<file path="config.mk">
export PLATFORM = sky130hd
export DESIGN_NAME = waveform_gen
export DESIGN_NICKNAME = d
export VERILOG_FILES = /design/src/rtl/waveform_gen.sv
export SDC_FILE = /design/constraint.sdc
export NUM_CORES = 1
export LEC_CHECK = 0
export ABC_AREA = 1
export CAP_MARGIN = 20
export CORE_MARGIN = 2
export CORE_UTILIZATION = 60
export CTS_CLUSTER_DIAMETER = 80
export CTS_CLUSTER_SIZE = 24
export DETAILED_ROUTE_END_ITERATION = 7
export DONT_BUFFER_PORTS = 1
export PLACE_DENSITY = 0.76
export SLEW_MARGIN = 20
export SYNTH_ARGS = -nofsm -noshare
export SYNTH_HDL_FRONTEND = slang
export SYNTH_SLANG_ARGS = --single-unit
</file>
<file path="constraint.sdc">
create_clock -name clk -period 4.75 [get_ports clk]
set_input_delay 0.2375 -clock clk [delete_from_list [all_inputs] [get_ports clk]]
set_output_delay 0.2375 -clock clk [all_outputs]
set_load 0.01 [all_outputs]
</file>
<file path="src/rtl/waveform_gen.sv">
// -----------------------------------------------------------------------------
// waveform_gen
//   Sample generator for the audio path. A 16-bit phase accumulator advances by
//   `step` on every sample strobe. The selected waveform (OFF, SQUARE, SAW, TRI)
//   is derived from the upper phase byte and registered as an unsigned 8-bit
//   sample. Each accepted strobe produces a one-cycle sample_valid pulse.
//
// Ports
//   clk           in   1   system clock, rising edge
//   n_rst         in   1   asynchronous active-low reset
//   mode          in   2   0 OFF, 1 SQUARE, 2 SAW, 3 TRI (sampled every cycle)
//   en            in   1   sample strobe, one accumulator step per high cycle
//   step          in  16   phase increment per strobe
//   sample        out  8   registered sample
//   sample_valid  out  1   pulse the cycle after each accepted en
//
// Build option
//   WAVE_GEN_PHASE_SYNC_EN : when defined, any mode change clears the phase
//   before the step is applied, so every new waveform starts at phase 0.
// -----------------------------------------------------------------------------
module waveform_gen (
    input  logic        clk,
    input  logic        n_rst,
    input  logic [1:0]  mode,
    input  logic        en,
    input  logic [15:0] step,
    output logic [7:0]  sample,
    output logic        sample_valid
);

    typedef enum logic [1:0] {
        WAVE_OFF    = 2'd0,
        WAVE_SQUARE = 2'd1,
        WAVE_SAW    = 2'd2,
        WAVE_TRI    = 2'd3
    } wave_e;

    logic [15:0] phase_q, phase_d;
    logic [7:0]  sample_q, sample_d;
    logic        valid_q, valid_d;
    logic [15:0] phase_base;
    wave_e       mode_w;

    assign mode_w = wave_e'(mode);

    // Only the upper phase byte shapes the output; the low byte is fractional
    // pitch resolution.
    function automatic logic [7:0] wave_of(input wave_e m, input logic [7:0] ph);
        logic [7:0] w;
        w = 8'h00;
        case (m)
            WAVE_SQUARE: w = ph[7] ? 8'hFF : 8'h00;
            WAVE_SAW:    w = ph;
            // Ramp up over the first half, mirrored ramp down over the second.
            WAVE_TRI:    w = ph[7] ? ~{ph[6:0], 1'b0} : {ph[6:0], 1'b0};
            default:     w = 8'h00;
        endcase
        return w;
    endfunction

`ifdef WAVE_GEN_PHASE_SYNC_EN
    // Previous-cycle mode; only needed to detect a mode change for phase sync.
    logic [1:0] mode_q;

    always_ff @(posedge clk or negedge n_rst) begin
        if (!n_rst) mode_q <= WAVE_OFF;
        else        mode_q <= mode;
    end

    assign phase_base = (mode != mode_q) ? 16'h0000 : phase_q;
`else
    assign phase_base = phase_q;
`endif

    always_comb begin
        phase_d  = phase_q;
        sample_d = sample_q;
        valid_d  = en;
        if (mode_w == WAVE_OFF) begin
            // OFF parks the accumulator at 0 even without a strobe.
            phase_d = 16'h0000;
            if (en) sample_d = 8'h00;
        end else if (en) begin
            phase_d  = phase_base + step;   // natural 16-bit wrap
            sample_d = wave_of(mode_w, phase_d[15:8]);
        end else begin
            phase_d = phase_base;
        end
    end

    always_ff @(posedge clk or negedge n_rst) begin
        if (!n_rst) begin
            phase_q  <= 16'h0000;
            sample_q <= 8'h00;
            valid_q  <= 1'b0;
        end else begin
            phase_q  <= phase_d;
            sample_q <= sample_d;
            valid_q  <= valid_d;
        end
    end

    assign sample       = sample_q;
    assign sample_valid = valid_q;

endmodule

</file>
==> flow_metrics.tcl, run 1 <==
set metrics [dict create \
    slew_headroom_pct 50.2 \
    cts_buffers 3 \
    period_share_pct 44.8 \
    grt_pass1_vias 2067 \
    post-cts-setup-buffers 0 \
    die_x_microns 64.2 \
    ys_ff_latch 25 \
    fill_cells 328 \
    viasPerCell 5.25 \
    placed_cells 392 \
    tightest_slew_ns 0.747 \
    syn_inst 349 \
    synth_cell_type_count 28 \
    ys.flop_type "dfrtp_1" \
    ir_worst_vdd_mv 0.282 \
    hold_path_class "in -> reg" \
    reg2reg_slack_ns 2.62 \
    p_leak_nw 1.35 \
    syn_to_final_growth_pct 5.30 \
    cts_sinks 25 \
    ant_nets 0 \
    critical_path_arrival_ns 2.36 \
    syn_avg_cell_area_sq_um 6.23 \
    htreeDepth 1 \
    async_flop_share_pct 100 \
    critPathMaxStageDelay_ns 0.42 \
    root_buffer "clkbuf_4" \
    stdcell_count 399 \
    synth_edf_count 0 \
    outcome "complete, no violations" \
    nets 391 \
    drt_wl_total_microns 5130 \
    finish.utilization_pct 67.0 \
    critical_path_buf_inv_count 2 \
    synthesis.area_sq_mm 0.00217 \
    fin_ws_ns 2.62 \
    ctsLongestPathBuffers 2 \
    dp_hpwl_microns 4070 \
    drive_gt1_share_pct 5.38 \
    crit_chain "ha_1, inv_1, fa_1, inv_1, nand3_1, nand3_1, nand3_1, nand3_1, nand2_1, nand2_1, nand2_1, nand3_1, nand2_1, nand2_1, nand2_1" \
    critPathKind "reg -> reg" \
    clk_pin_slew_ns 0.14 \
    setup_viol 0 \
    coreArea_sq_mm 0.00342 \
    cp.required_ns 4.98 \
    synthTopCellsByArea "dfrtp_1, nand2_1, inv_1" \
    antenna_found_initial 0 \
    route.detailed.drc 0 \
    synth_top_cell_by_area "dfrtp_1" \
    path_common_cell "nand2_1" \
    gp_congestion 0.931 \
    num_antenna_cells 0 \
    total_power_mw 1.40 \
    hold_viol_final 0 \
    grt_use_total_pct 27.8 \
    grt_max_degree 26 \
    yosysSeqAreaShare_pct 28.8 \
    finalCriticalPeriod_ns 2.13 \
    cts_tree "built" \
    rsz0062_at_grt "false" \
    yosys.area.top_type_share_pct 28.8 \
    critPathTopFamily "simple AND/OR/NAND/NOR gates" \
    portBuffers 0 \
    final_common_cell "nand2_1" \
    fmax_mhz 470 \
    cts_resized 0 \
    preCtsSetupSlack_ns 2.68 \
    rows 21 \
    p_per_area_mw_per_mm2 610 \
    synth_fp_nets 386 \
    worst_setup_path_start_kind "flip-flop" \
    finalMaxSlewViolations 0 \
    critPathMaxFanout 4 \
    die-area_sq_mm 0.00412 \
    end_kind "flip-flop" \
    grt-ovfl-total 0 \
    first_pass_iters 4 \
    finClkSkew_ns 0.00605 \
    yosysWarnings 0 \
    grt_pass1_wl_microns 8980 \
    avgRoutedWirePerCell_microns 12.9 \
    drtIter0Drc 112 \
    clock_latency_ns 0.33 \
    die-height_microns 64.2 \
    final_cell_mix "nand2_1, inv_1, nand3_1, dfrtp_1, nor2_1" \
    cap_violations 0 \
    start_util_pct 63.6 \
    slowest_stage "fa_1" \
    vias 2094 \
    fin_setup_tns_ns 0 \
    postCtsHoldBufs 3 \
    num_io_pins 30 \
]
path summary, 6_finish.rpt:
kind                                startpoint              to  cells after the start
worst max-delay path             phase_base[0]       sample[5]                     15
worst min-delay path                        en       sample[2]                      2
worst max register to register   phase_base[0]       sample[5]                     15
worst min register to register  phase_base[13]  phase_base[13]                      2
max in group asynchronous                n_rst  phase_base[12]                      2
min in group asynchronous                n_rst   phase_base[6]                      2
stage by stage:
step,hold WS [ns],instance area [sq um]
2_1_floorplan,-0.0581,2170
3_3_place_gp,-0.0576,2220
3_5_place_dp,-0.0575,2220
4_1_cts,0.000900,2290
5_1_grt,0.00740,2290
6_report,0.0106,2290
cell families (layout without fill, tap and decap cells):
kind of cell | Yosys count | count (layout) | share of synthesized area [%]
buf+inv | 57 | 61 | 9.90
compound gates | 25 | 25 | 6.91
flops | 25 | 25 | 28.8
xor+xnor | 5 | 5 | 2.01
simple gates | 221 | 221 | 42.8
fa+ha+maj | 16 | 16 | 9.56
layout make-up:
cell class              count  area, sq um  share of cell area, %
multi-input cells         267         1340                   58.3
flip-flops and latches     25          626                   27.3
inverters                  54          203                   8.86
well taps                  46         57.6                   2.52
repair buffers              3         40.0                   1.75
clock buffers               3         22.5                  0.984
clock inverters             1         5.00                  0.219
power breakdown:
| group | switching (mW) | internal (mW) |
|---|---|---|
| clock | 0.0665 | 0.0316 |
| combinational | 0.600 | 0.322 |
| sequential | 0.0738 | 0.302 |
synthesized netlist by cell type, types with 2 or more instances:
| master | n |
|---|---|
| and2_1 | 3 |
| nor2_1 | 18 |
| clkbuf_1 | 2 |
| a21oi_1 | 6 |
| nand2_1 | 158 |
| inv_2 | 2 |
| a22o_1 | 2 |
| inv_1 | 52 |
| nor3_2 | 2 |
| o31ai_1 | 3 |
| xnor2_1 | 4 |
| ha_1 | 15 |
| dfrtp_1 | 25 |
| nand2_4 | 2 |
| nand3b_1 | 2 |
| nand2_2 | 5 |
| nand4_1 | 4 |
| o21ai_0 | 10 |
| nand3_1 | 25 |
per-layer routing:
metal,wire length (microns),up-vias,global-route usage [%],share of wire (%)
met1,2350,934,35.2,46
met4,102,0,9.84,2.0
met5,0,-,0,0
li1,-,1095,-,-
met3,296,9,4.58,5.8
met2,2380,56,47.7,46
registers in the layout, summed over array words and instances, names as in the netlist:
| name | count |
|---|---|
| sample_valid | 1 |
| sample | 8 |
| phase_base | 16 |
worst register-to-register path, delay by kind of cell (launching register included):
family / cells / cell delay, ns
adder cells (fa/ha/maj): 2 / 0.58
buffers and inverters: 2 / 0.18
flip-flops: 1 / 0.37
AND/OR/NAND/NOR: 11 / 0.90
No activity file was read; power rests on OpenSTA's default activity.
==> inputs of run 2 (changes only) <==
- CORE_UTILIZATION: 60 -> 58
- clock period: 4.75 -> 1.7 ns (I/O delays scaled with it)
==> flow_metrics.tcl, run 2 (synthesized netlist as in run 1, its figures left out) <==
set metrics [dict create \
    critPathLaunch "phase_base[0]" \
    first_pass_iters 4 \
    die-height_microns 65.2 \
    htreeDepth 1 \
    cap_violations 0 \
    violations "negative hold slack, negative setup slack" \
    syn_to_final_growth_pct 34.8 \
    multi_input_area_sq_mm 0.00170 \
    stdcell_count 435 \
    rr_worst_depth 15 \
    cts_sinks 25 \
    outcome "finished with violations" \
    portBuffers 0 \
    grt-ovfl-total 0 \
    route.detailed.drc 0 \
    avgRoutedWirePerCell_microns 14.3 \
    rows 22 \
    fin_setup_tns_ns -1.92 \
    dp_hpwl_microns 4470 \
    r2r-start "phase_base[0]" \
    preCtsSetupSlack_ns -0.239 \
    finClkSkew_ns 0.00163 \
    seqCellArea_sq_um 627 \
    finish.utilization_pct 80.6 \
    root_buffer "clkbuf_8" \
    clk_pin_slew_ns 0.09 \
    tightest_slew_ns 0.462 \
    fmax_mhz 518 \
    critPathKind "reg -> reg" \
    ctsLongestPathBuffers 2 \
    slew_headroom_pct 69.0 \
    critPathMaxFanout 4 \
    critical_path_arrival_ns 2.11 \
    final_common_cell "nand2_1" \
    hold_path_class "in -> reg" \
    grt_max_degree 26 \
    p_per_area_mw_per_mm2 1830 \
    ir_worst_vdd_mv 0.932 \
    cts_buffers 3 \
    cts_tree "built" \
    vias 2319 \
    coreArea_sq_mm 0.00363 \
    die_x_microns 65.2 \
    worst_setup_path_start_kind "flip-flop" \
    rsz0062_at_grt "true" \
    die-area_sq_mm 0.00425 \
    cp.required_ns 1.88 \
    start_util_pct 59.8 \
    finalCriticalPeriod_ns 1.93 \
    hold_viol_final 9 \
    period_share_pct 114 \
    largest_reg_flops 16 \
    viasPerCell 5.33 \
    ant_nets 0 \
    drive_gt1_share_pct 30.2 \
    hold_ws_ns -0.173 \
    reg2reg_slack_ns -0.23 \
    p_leak_nw 1.58 \
    num_antenna_cells 0 \
    grt_pass1_vias 2227 \
    setup.worst_path.end "sample[5]" \
    wl_met3_microns 396 \
    fill_cells 262 \
    placed_cells 419 \
    fin_ws_ns -0.231 \
    wl_met1_microns 2670 \
    antenna_found_initial 0 \
    postCtsHoldBufs 2 \
    grt_use_total_pct 29.9 \
    drtIter0Drc 147 \
    end_kind "flip-flop" \
    drt_wl_total_microns 6210 \
    top_layer "met4" \
    final_cell_mix "nand2_1, inv_1, buf_4" \
    setup_viol 15 \
    gp_congestion 0.912 \
    met2_length_microns 3050 \
    grt_pass1_wl_microns 9870 \
    r2r_end "sample[5]" \
    finalMaxSlewViolations 0 \
    num_io_pins 30 \
    nets 425 \
    clock_latency_ns 0.27 \
]
run 2: cell count changes in the layout (fill, tap and decap cells not counted), moves of 7 or more:
cell,change
nand3_1,-7
nand2_2,+23
buf_4,+32
nand2_1,-28
ha_1,-14
ha_4,+13
run 2: repair_timing:
action                                  CTS  global route
cloned                                    1             0
gates resized for setup                  28            33
pin swaps                                21            12
setup buffers                             6             3
hold endpoints to repair                 34             9
endpoints found under the setup margin   14            19
run 2: how the worst min path moves through the flow:
| stage | start | depth (start not counted) | slack (ns) | end |
|---|---|---|---|---|
| final | en | 0 | -0.17 | sample_valid |
| after global routing | en | 0 | -0.18 | sample_valid |
| after CTS | en | 0 | -0.17 | sample_valid |
| after detailed placement | n_rst | 0 | -0.21 | phase_base[6] |
| after global placement | n_rst | 0 | -0.21 | phase_base[5] |
| after floorplan | n_rst | 0 | -0.21 | phase_base[0] |
run 2: metrics by stage:
step | instance area, sq um | power [mW]
after floorplan | 2340 | 3.29
after global placement | 2580 | 4.17
after detailed placement | 2580 | 4.24
after CTS | 2800 | 4.99
after global routing | 2930 | 5.78
final | 2930 | 5.37
run 2: metal layers:
| metal | vias to the layer above | GRT usage (%) |
|---|---|---|
| li1 | 1159 | - |
| met1 | 1083 | 38.5 |
| met2 | 68 | 52.0 |
| met3 | 9 | 4.97 |
| met4 | 0 | 8.07 |
| met5 | - | 0 |
run 2: final cells by class:
| cell class | count | share of cell area (%) |
|---|---|---|
| clock buffers | 4 | 1.54 |
| repair buffers | 36 | 10.0 |
| multi-input cells | 268 | 58.1 |
| inverters | 54 | 6.92 |
| well taps | 48 | 2.05 |
| flip-flops and latches | 25 | 21.4 |
run 2: report_power, final:
part / internal [mW] / switching (mW) / leakage [nW]
clock network: 0.168 / 0.208 / 0.0228
logic: 1.70 / 2.16 / 1.24
registers: 0.849 / 0.284 / 0.315
total: 2.72 / 2.65 / 1.58
run 2: critical path, stage by stage (launching register included):
cell and delay [ns]:
dfrtp_1 0.37, ha_2 0.20, inv_2 0.04, fa_2 0.35, inv_2 0.09, nand3_2 0.07, nand3_2 0.09, nand3_2 0.11
nand3_2 0.09, nand2_1 0.05, nand2_1 0.08, nand2_1 0.05, nand3_1 0.08, nand2_1 0.05, nand2_1 0.06, nand2_1 0.05
